### config.mk
export PLATFORM = sky130hd
export DESIGN_NAME = flag_branch_ctrl
export DESIGN_NICKNAME = d
export VERILOG_FILES = /design/src/rtl/flag_branch_ctrl_pkg.sv /design/src/rtl/flag_branch_ctrl_br_cond_eval.sv /design/src/rtl/flag_branch_ctrl.sv
export SDC_FILE = /design/constraint.sdc
export NUM_CORES = 1
export LEC_CHECK = 0
export BUFFER_PORTS_ARGS = -buffer_cell sky130_fd_sc_hd__buf_2
export CAP_MARGIN = 10
export CORE_ASPECT_RATIO = 1.4
export CORE_MARGIN = 2
export CORE_UTILIZATION = 45
export CTS_CLUSTER_DIAMETER = 40
export DETAILED_ROUTE_END_ITERATION = 8
export PLACE_DENSITY = 0.83
export REMOVE_ABC_BUFFERS = 1
export SYNTH_ARGS = -nofsm -noshare
export SYNTH_HDL_FRONTEND = slang
export SYNTH_SLANG_ARGS = --single-unit
### constraint.sdc
create_clock -name clk -period 1.6 [get_ports clk]
set_clock_uncertainty 0.1 [all_clocks]
set_input_delay 0.08 -clock clk [delete_from_list [all_inputs] [get_ports clk]]
set_output_delay 0.08 -clock clk [all_outputs]
set_load 0.03 [all_outputs]
### src/rtl/flag_branch_ctrl_pkg.sv
// Shared encodings and helpers for the decode-stage branch sequencer.
package flag_branch_ctrl_pkg;

  // Opcode field [15:12]
  localparam logic [3:0] OP_ADD  = 4'h0;
  localparam logic [3:0] OP_SUB  = 4'h1;
  localparam logic [3:0] OP_NAND = 4'h2;
  localparam logic [3:0] OP_XOR  = 4'h3;
  localparam logic [3:0] OP_INC  = 4'h4;
  localparam logic [3:0] OP_LD   = 4'h5;
  localparam logic [3:0] OP_MOV  = 4'h8;
  localparam logic [3:0] OP_B    = 4'hC;

  // Branch condition field [10:8]
  localparam logic [2:0] C_EQUAL            = 3'd0;
  localparam logic [2:0] C_NOT_EQUAL        = 3'd1;
  localparam logic [2:0] C_LESS             = 3'd2;
  localparam logic [2:0] C_GREATER          = 3'd3;
  localparam logic [2:0] C_OVERFLOW         = 3'd4;
  localparam logic [2:0] C_GREATER_OR_EQUAL = 3'd5;
  localparam logic [2:0] C_LESS_OR_EQUAL    = 3'd6;
  localparam logic [2:0] C_TRUE             = 3'd7;

  // Instructions that write Z/V/N when they retire
  function automatic logic is_flag_op(input logic [3:0] op);
    return (op == OP_ADD) || (op == OP_SUB) || (op == OP_NAND) ||
           (op == OP_XOR) || (op == OP_INC);
  endfunction

  // PC-relative target: offset counts 16-bit words, wraps modulo 2^16
  function automatic logic [15:0] br_target(input logic [15:0] pc, input logic [7:0] off);
    return pc + 16'd2 + {{7{off[7]}}, off, 1'b0};
  endfunction

endpackage

### src/rtl/flag_branch_ctrl_br_cond_eval.sv
// Combinational branch-condition evaluator on committed Z/V/N.
module br_cond_eval
  import flag_branch_ctrl_pkg::*;
(
  input  logic [2:0] cond,
  input  logic       z,
  input  logic       v,
  input  logic       n,
  output logic       taken
);

  // Map condition code to taken decision
  always_comb begin
    taken = 1'b0;
    case (cond)
      C_EQUAL:            taken = z;
      C_NOT_EQUAL:        taken = ~z;
      C_LESS:             taken = n & ~v;
      C_GREATER:          taken = ~z & ~n & ~v;
      C_OVERFLOW:         taken = v;
      C_GREATER_OR_EQUAL: taken = ~n & ~v;
      C_LESS_OR_EQUAL:    taken = (n & ~v) | z;
      C_TRUE:             taken = 1'b1;
      default:            taken = 1'b0;
    endcase
  end

endmodule

### src/rtl/flag_branch_ctrl.sv
// Decode-stage branch sequencer: holds a conditional branch in ID until all
// in-flight flag writers have committed, resolves it, redirects fetch and
// flushes the wrong-path IF/ID slots.
module flag_branch_ctrl
  import flag_branch_ctrl_pkg::*;
#(
  parameter int MAX_INFLIGHT = 3,
  parameter int SQUASH_CYC   = 2
)(
  input  logic        clk,
  input  logic        rst_n,
  input  logic        pipe_hold,
  input  logic        id_valid,
  input  logic [15:0] id_instr,
  input  logic [15:0] id_pc,
  input  logic        flag_commit,
  input  logic        flag_z,
  input  logic        flag_v,
  input  logic        flag_n,
  output logic        stall_id,
  output logic        redirect_valid,
  output logic [15:0] redirect_pc,
  output logic        flush,
  output logic        br_taken,
  output logic        sb_err
);

  localparam int CW = $clog2(MAX_INFLIGHT + 1);
  localparam int SW = (SQUASH_CYC > 1) ? $clog2(SQUASH_CYC) : 1;
  localparam logic [CW-1:0] CNT_MAX = CW'(MAX_INFLIGHT);
  localparam logic [SW-1:0] SQ_LAST = SW'(SQUASH_CYC - 1);

  typedef enum logic [1:0] {ST_IDLE, ST_WAIT, ST_RESOLVE, ST_SQUASH} state_e;

  state_e        state, state_nxt;
  logic [CW-1:0] cnt, cnt_nxt;
  logic          err_nxt;
  logic [SW-1:0] sq_cnt;
  logic          is_br, is_fs, inc, dec, cond_taken;
  logic          unused_instr_bit;

  assign is_br = id_valid & (id_instr[15:12] == OP_B);
  assign is_fs = id_valid & is_flag_op(id_instr[15:12]);
  assign unused_instr_bit = id_instr[11];

  // Wrong-path flag writers during flush never issue, so they are not counted
  assign inc = is_fs & ~stall_id & ~pipe_hold & ~flush;
  assign dec = flag_commit;

  br_cond_eval u_cond (
    .cond  (id_instr[10:8]),
    .z     (flag_z),
    .v     (flag_v),
    .n     (flag_n),
    .taken (cond_taken)
  );

  // Scoreboard next value: saturate and flag an error on over/underflow
  always_comb begin
    cnt_nxt = cnt;
    err_nxt = 1'b0;
    if (inc && !dec) begin
      if (cnt == CNT_MAX) err_nxt = 1'b1;
      else                cnt_nxt = cnt + CW'(1);
    end else if (dec && !inc) begin
      if (cnt == '0) err_nxt = 1'b1;
      else           cnt_nxt = cnt - CW'(1);
    end
  end

  // Scoreboard counter and sticky error
  always_ff @(posedge clk or negedge rst_n) begin
    if (!rst_n) begin
      cnt    <= '0;
      sb_err <= 1'b0;
    end else begin
      cnt <= cnt_nxt;
      if (err_nxt) sb_err <= 1'b1;
    end
  end

  // State register and squash-cycle counter, both frozen by pipe_hold
  always_ff @(posedge clk or negedge rst_n) begin
    if (!rst_n) begin
      state  <= ST_IDLE;
      sq_cnt <= '0;
    end else if (!pipe_hold) begin
      state  <= state_nxt;
      sq_cnt <= (state == ST_SQUASH && sq_cnt != SQ_LAST) ? sq_cnt + SW'(1) : '0;
    end
  end

  // Next-state logic
  always_comb begin
    state_nxt = state;
    case (state)
      ST_IDLE:    if (is_br) state_nxt = (cnt == '0) ? ST_RESOLVE : ST_WAIT;
      ST_WAIT:    if (!is_br)             state_nxt = ST_IDLE;
                  else if (cnt_nxt == '0) state_nxt = ST_RESOLVE;
      ST_RESOLVE: state_nxt = cond_taken ? ST_SQUASH : ST_IDLE;
      ST_SQUASH:  if (sq_cnt == SQ_LAST) state_nxt = ST_IDLE;
      default:    state_nxt = ST_IDLE;
    endcase
  end

  // Combinational stall/flush; reset forces both low immediately
  always_comb begin
    stall_id = 1'b0;
    flush    = 1'b0;
    case (state)
      ST_IDLE:   stall_id = is_br;
      ST_WAIT:   stall_id = 1'b1;
      ST_SQUASH: flush    = 1'b1;
      default:   ;
    endcase
    if (!rst_n) begin
      stall_id = 1'b0;
      flush    = 1'b0;
    end
  end

  // Redirect pulse and target, launched as RESOLVE hands off to SQUASH;
  // held through pipe_hold so a frozen fetch still sees it
  always_ff @(posedge clk or negedge rst_n) begin
    if (!rst_n) begin
      redirect_valid <= 1'b0;
      br_taken       <= 1'b0;
      redirect_pc    <= '0;
    end else if (!pipe_hold) begin
      redirect_valid <= 1'b0;
      br_taken       <= 1'b0;
      if (state == ST_RESOLVE && cond_taken) begin
        redirect_valid <= 1'b1;
        br_taken       <= 1'b1;
        redirect_pc    <= br_target(id_pc, id_instr[7:0]);
      end
    end
  end

endmodule

# [Yosys cells after proc, flatten, opt, wreduce, memory -nomap -nowiden]
# Index checks and enable logic that the tools add are counted.
[totals] word_cells=86 reg_bits=23
[op_classes] reduce_logical=17 eq_ne=19 muxes=22 add_sub_neg=5 bitwise=17
[op_table] operator="$mux 2" count=10
[op_table] operator="$add 16x16->16" count=1
[op_table] operator="$add 16x2->16 const B" count=1
[op_table] operator="$eq 3x3->1 const B" count=4
[op_table] operator="$and 1x1->1" count=9
[op_table] operator="$mux 1" count=9
[op_table] operator="$eq 4x2->1 const B" count=2
[op_table] operator="$pmux 1 s8" count=1
[op_table] operator="$pmux 2 s4" count=1
[op_table] operator="$not 1->1" count=7
[op_table] operator="$eq 2x2->1 const B" count=3
[op_table] operator="$eq 3x2->1 const B" count=2
[op_table] operator="$logic_not 2->1" count=3
[op_table] operator="$eq 4x1->1 const B" count=1
[op_table] operator="$eq 4x3->1 const B" count=1
[op_table] operator="$eq 4x4->1 const B" count=1
[op_table] operator="$logic_and 1x1->1" count=4
[op_table] operator="$logic_not 4->1" count=1
[op_table] operator="$logic_or 1x1->1" count=4
[op_table] operator="$ne 2x2->1 const B" count=2
[op_table] operator="$reduce_and 4->1" count=1
[op_table] operator="$eq 3x1->1 const B" count=1
[op_table] operator="$logic_not 3->1" count=1
[op_table] operator="$ne 3x3->1 const B" count=1
[op_table] operator="other kinds (8)" count=9

# [Depth between registers and ports, before layout]
# Gate-level depths: netlist of run 1.
[depth] word_depth=17 mapped_depth=11

# [Hierarchy]
# Synthesis of run 1 repeated with hierarchy kept, for this count alone.
[unflattened] hier_cells=225 hier_area_um2=1971.9
[modules_own_cells] module="flag_branch_ctrl" cells_each=215 instances=1 seq_area_each_um2=575.6 area_each_um2=1899.3
[modules_own_cells] module="br_cond_eval" cells_each=10 instances=1 seq_area_each_um2=0.0 area_each_um2=72.6

# [Worst setup path before layout of run 1]
# OpenSTA, ideal clock, no wires.
[synth_timing] kind="input to register" from="input port id_instr[1]" to="register redirect_pc[14]" path_buffers=0 arrival_ns=1.953 cell_stages=9 path_slack_ns=-0.548 cell_sequence="ha_1 -> ha_1 -> fa_1 -> a21oi_1 -> o21bai_1 -> nor4_2 -> o21ai_0 -> and4_1 -> o31ai_1"
[synth_between] elab_chain_len=1
[synth_lines] item="start: declaration" line="flag_branch_ctrl.sv:14" source="input logic [15:0] id_instr,"
[synth_lines] item="$add 16x16->16" line="flag_branch_ctrl_pkg.sv:32" source="return pc + 16'd2 + {{7{off[7]}}, off, 1'b0};"
[synth_lines] item="end signal: assignment" line="flag_branch_ctrl.sv:135" source="redirect_pc <= br_target(id_pc, id_instr[7:0]);"
[synth_lines] item="end: declaration" line="flag_branch_ctrl.sv:22" source="output logic [15:0] redirect_pc,"
# No other way between the ends.
# A chain may end at the register's enable or synchronous reset.

# [Worst setup path after layout of run 1]
[layout_timing] from="input port id_pc[2]" to="register redirect_pc[14]"
[layout_between] elab_chain_len=2
[layout_lines] item="start: declaration" line="flag_branch_ctrl.sv:15" source="input logic [15:0] id_pc,"
[layout_lines] item="$add 16x2->16" line="flag_branch_ctrl_pkg.sv:32"
[layout_lines] item="$add 16x16->16" line="flag_branch_ctrl_pkg.sv:32"
# No other way between the ends.

==> results.json, run 1 <==
{
  "n_antenna_cell": 0,
  "yosysTopAreaCell": "dfrtp_1",
  "switchingPower_mw": 1.36,
  "gp_congestion": 0.899,
  "ys_seq_area_share_pct": 30.4,
  "syn_area_per_cell_sq_um": 9.01,
  "start_kind": "primary input",
  "grt_antenna_before_repair": 0,
  "cts_made_buffers": 3,
  "cp_cell_sequence": "buf_6 -> ha_4 -> ha_4 -> fa_2 -> a21oi_2 -> o21bai_2 -> nor4_2 -> o21ai_1 -> buf_4 -> a31oi_4 -> o31ai_2",
  "layout-drive-gt1-share_pct": 45.6,
  "crit_path_max_incr_delay_ns": 0.37,
  "slew_violations": 0,
  "io_pins": 61,
  "status": "finished with violations",
  "fillCellCount": 321,
  "synth_edf_count": 0,
  "yosysTopAreaCellShare_pct": 30.4,
  "vias": 1910,
  "finalHoldViolCount": 0,
  "cp.arrival_ns": 1.94,
  "routed_wl_um": 4990,
  "dr.pass1.iters": 6,
  "cts_max_path_buffers": 2,
  "finalSetupViolations": 10,
  "first_iter_violations": 46,
  "slowest_stage": "fa_2",
  "clock-sinks": 23,
  "cts_tree": "built",
  "relSlewSlack_pct": 28.7,
  "root_buffer": "clkbuf_8",
  "die_h_um": 80.7,
  "finalSetupTns_ns": -1.47,
  "final_nets": 374,
  "critical-path-top-delay-family": "adder cells",
  "wl_per_cell_um": 14.3,
  "ys.flop_type": "dfrtp_1",
  "rsz0062_at_grt": "yes",
  "netlist_top_cells_area": "dfrtp_1 30%, ha_1 18%, o21ai_0 5.8%",
  "preCtsSetupSlack_ns": -0.839,
  "chipWidth_um": 58.8,
  "start_util_pct": 47.5,
  "sw_frac_of_total_pct": 44.0,
  "p_leak_nw": 1.36,
  "cts.clk_slew.worst_paths_ns": 0.09,
  "fin_crit_ns": 1.88,
  "syn_inst": 210,
  "coreArea_sq_um": 3990,
  "drc": 2,
  "grt_start_max_net_pins": 24,
  "power.total_mw": 3.09,
  "grt_pass1_wl_um": 7800,
  "path_common_cell": "ha_4",
  "internal_power_mw": 1.73,
  "multi_input_area_sq_um": 1490,
  "fp-row-count": 27,
  "violations": "DRC, setup timing",
  "yosys_warnings": 0,
  "finalCritPeriodShare_pct": 118,
  "yosysMostFrequentCell": "ha_1",
  "hold_class": "in -> reg",
  "irDropWorstVdd_v": 0.000624,
  "ant_nets": 0,
  "crit_fanout": 2,
  "track_usage_pct": 20.7,
  "crit_type": "in -> reg",
  "p_per_area_nw_per_um2": 1090,
  "comb_power_share_pct": 58.5,
  "async_flop_share_pct": 100,
  "dp_hpwl_um": 3420,
  "die_area_sq_um": 4750,
  "regArea_sq_um": 576,
  "path_buf_inv": 2,
  "grt_pass1_vias": 1915,
  "final_util_pct": 71.2,
  "p_seq_share_pct": 29.6,
  "synth_seq_cells": 23,
  "portBuffers": 59,
  "setup.worst_path.end_class": "flip-flop",
  "areaGrowthSynthToFinish_pct": 50.1,
  "htreeDepth": 1,
  "critPathRequiredTime_ns": 1.66,
  "maxCapViolations": 0,
  "fmax_mhz": 532,
  "ys_types": 41,
  "synth_common_cells": "27 x ha_1, 24 x nand2_1, 23 x dfrtp_1",
  "clock_latency_ns": 0.26,
  "clkPwrFrac_pct": 11.9,
  "timing.final.ws_setup_ns": -0.281,
  "syn-cell-area_sq_um": 1890,
  "viasPerCell": 5.49,
  "grt_overflow": 0,
  "tightest_slew_ns": 1.07
}
per-layer routing:
| metal | global-route usage, % | vias to the layer above | wire, um |
|---|---|---|---|
| met5 | 0 | - | 0 |
| met4 | 8.86 | 0 | 104 |
| met3 | 1.93 | 11 | 120 |
| met2 | 39.7 | 42 | 2800 |
| met1 | 22.3 | 903 | 1970 |
| li1 | - | 954 | - |
final cells by class:
| cell class | count | area share (%) |
|---|---|---|
| clock buffer | 3 | 1.45 |
| clock inverter | 1 | 0.176 |
| timing repair buffer | 98 | 22.6 |
| tap | 43 | 1.89 |
| multi-input combinational | 171 | 52.4 |
| sequential | 23 | 20.3 |
| inverter | 9 | 1.28 |
kinds of logic after synthesis:
family	share of synthesized area, %
AOI/OAI and AO/OA	21.4
DFF	30.4
and+or+nand+nor	15.2
adders and majority gates	18.9
muxes	3.77
buffers and inverters	4.30
xor gates and xnor gates	6.02
sequential cells by signal (all words and copies together), names as in the netlist:
signal / count
state: 2
cnt: 2
sb_err: 1
redirect_pc: 16
br_taken: 1
sq_cnt: 1
tightest hold or removal path, stage by stage:
cell and delay (ns):
buf_2 0.15, nand2_1 0.07, nand2_1 0.05
per-stage QoR:
step,instance area [sq um],cells,hold slack (ns)
CTS,2730,344,0.00848
global route,2840,348,0.0429
finish,2840,348,0.0140
detailed placement,2420,334,0.0140
floorplan,1840,203,-0.316
global placement,2420,334,0.0135
path summary, 6_finish.rpt:
path,startpoint,to,slack [ns],cells after the start
min in group asynchronous,rst_n,state[0],0.19,3
worst min register to register,sb_err,sb_err,0.37,2
worst max-delay path,id_pc[2],redirect_pc[14],-0.28,11
max in group asynchronous,rst_n,sq_cnt,0.57,3
worst max register to register,state[1],state[0],0.06,5
worst min-delay path,pipe_hold,br_taken,0.01,3
power groups by stage:
stage	Sequential (mW)	Clock (mW)	Combinational (mW)
5_1_grt	0.942	0.394	1.96
2_1_floorplan	1.32	0	0.609
3_5_place_dp	0.925	0	1.56
3_3_place_gp	0.916	0	1.52
4_1_cts	0.913	0.376	1.70
6_report	0.917	0.367	1.81
timing repair:
item	CTS	global route
endpoints found under the setup margin	10	37
endpoints found under the hold margin	24	0
buffers inserted	4	4
resized for setup	38	16
hold buffers	2	0
pin swaps	21	17
placed cells by master, fill, tap and decap left out, types with 4 or more instances in the layout:
cell,netlist,final
o21ai_1,5,13
ha_4,0,13
mux2_4,4,4
ha_1,27,14
o21ai_0,22,12
nor2_1,11,11
a31oi_1,6,5
dfrtp_1,23,23
o21a_1,4,4
inv_1,9,6
nand2b_1,5,5
nand2_1,24,24
xnor2_1,8,8
buf_2,2,55
buf_6,2,6
xor2_1,5,5
buf_4,1,34
a21oi_1,12,9
(Power assumes the default switching activity.)
==> run 2: changes to the inputs <==
Settings changed: SETUP_SLACK_MARGIN set to 0.3.
==> results.json, run 2 (synthesis results as in run 1) <==
{
  "cts_tree": "built",
  "largest_reg_flops": 16,
  "grt_pass1_wl_um": 8330,
  "grt_pass1_vias": 1976,
  "multi_input_area_sq_um": 1620,
  "final_nets": 384,
  "hold_class": "in -> reg",
  "timing.hold.ws_ns": 0.0548,
  "fin_cells": 358,
  "crit_fanout": 4,
  "io_pins": 61,
  "clock-sinks": 23,
  "start_kind": "primary input",
  "start_util_pct": 47.5,
  "dp_cells": 334,
  "gp_congestion": 0.899,
  "slew_violations": 0,
  "fin_crit_ns": 1.87,
  "crit_type": "in -> reg",
  "regArea_sq_um": 576,
  "cts_max_path_buffers": 2,
  "preCtsSetupSlack_ns": -0.839,
  "p_leak_nw": 1.46,
  "clock_latency_ns": 0.26,
  "grt_start_max_net_pins": 24,
  "timing.final.ws_setup_ns": -0.265,
  "grt_overflow": 0,
  "coreArea_sq_um": 3990,
  "rsz0062_at_grt": "yes",
  "relSlewSlack_pct": 28.0,
  "tightest_slew_ns": 1.08,
  "maxCapViolations": 0,
  "drc": 2,
  "finalHoldViolCount": 0,
  "areaGrowthSynthToFinish_pct": 64.5,
  "cts_made_buffers": 3,
  "fmax_mhz": 536,
  "finalCritPeriodShare_pct": 117,
  "routed_wl_um": 5750,
  "final_util_pct": 78.1,
  "cts.clk_slew.worst_paths_ns": 0.09,
  "mostFrequentLayoutCell": "buf_2",
  "finalSetupViolations": 12,
  "finalSetupTns_ns": -1.41,
  "viasPerCell": 5.65,
  "cp.arrival_ns": 1.92,
  "vias": 2023,
  "largestRegisters": "redirect_pc: 16 flops, cnt: 2 flops, state: 2 flops",
  "fp-row-count": 27,
  "layout-drive-gt1-share_pct": 54.0,
  "htreeDepth": 1,
  "die_area_sq_um": 4750,
  "wl_per_cell_um": 16.1,
  "root_buffer": "clkbuf_8",
  "ant_nets": 0,
  "irDropWorstVdd_v": 0.000746,
  "setup.worst_path.end_class": "flip-flop",
  "regMostFlops": "redirect_pc",
  "layout_common_cells": "53 x buf_2, 35 x buf_4, 23 x dfrtp_1",
  "die_h_um": 80.7,
  "p_per_area_nw_per_um2": 1090,
  "place_area_sq_um": 2420,
  "n_antenna_cell": 0,
  "track_usage_pct": 22.1,
  "first_iter_violations": 48,
  "violations": "DRC, setup timing",
  "final_area_sq_um": 3110,
  "fillCellCount": 250,
  "portBuffers": 59,
  "status": "finished with violations",
  "chipWidth_um": 58.8,
  "critPathRequiredTime_ns": 1.65,
  "power.total_mw": 3.38,
  "dr.pass1.iters": 6,
  "grt_antenna_before_repair": 0,
  "dp_hpwl_um": 3420
}
==> run 2: changes by cell type in the layout (fill, tap and decap cells not counted), moves of 3 or more <==
cell and change:
buf_6 +9, nand2_1 -5, nand2_2 +3, o21ai_0 -4
==> run 2: per-layer routing <==
metal  track usage (%)  wire [um]
met5                 0          0
met3              1.93        214
met4              9.55        165
met2              41.2       3210
met1              24.8       2160
==> run 2: area by class of cell <==
class / count / share of cell area (%)
multi-input cells: 171 / 52.0
repair buffers: 108 / 25.1
flip-flops and latches: 23 / 18.5
well taps: 43 / 1.73
clock buffers: 3 / 1.33
inverters: 9 / 1.25
clock inverters: 1 / 0.161
==> run 2: repair_timing <==
action,in CTS,in global routing
hold endpoints to repair,24,0
resized for setup,69,34
gates cloned,1,0
endpoints found under the setup margin,23,47
buffers inserted,10,7
hold buffers,2,0
pin swaps,32,20
==> run 2: report_power, final <==
group	leakage, nW	internal [mW]	switching [mW]
combinational	1.15	0.935	1.15
sequential	0.291	0.790	0.139
clock	0.0255	0.174	0.188
total	1.46	1.90	1.48
==> run 2: final timing paths <==
path                                       from               to  slack (ns)  cells past startpoint
worst max register to register         state[1]  redirect_pc[14]       -0.05                      7
worst max-delay path                id_instr[5]  redirect_pc[14]       -0.27                     10
worst min register to register  redirect_pc[15]  redirect_pc[15]        0.39                      2
max in group asynchronous                 rst_n  redirect_pc[13]        0.53                      3
min in group asynchronous                 rst_n         state[0]        0.22                      3
worst min-delay path                id_instr[0]   redirect_pc[1]        0.05                      4
==> run 2: critical path: stages <==
cell	delay, ns
buf_2	0.10
ha_1	0.30
ha_1	0.36
a21oi_1	0.22
nor2b_1	0.10
nor4_2	0.27
o21ai_1	0.11
buf_4	0.16
a31oi_4	0.13
o31ai_2	0.08
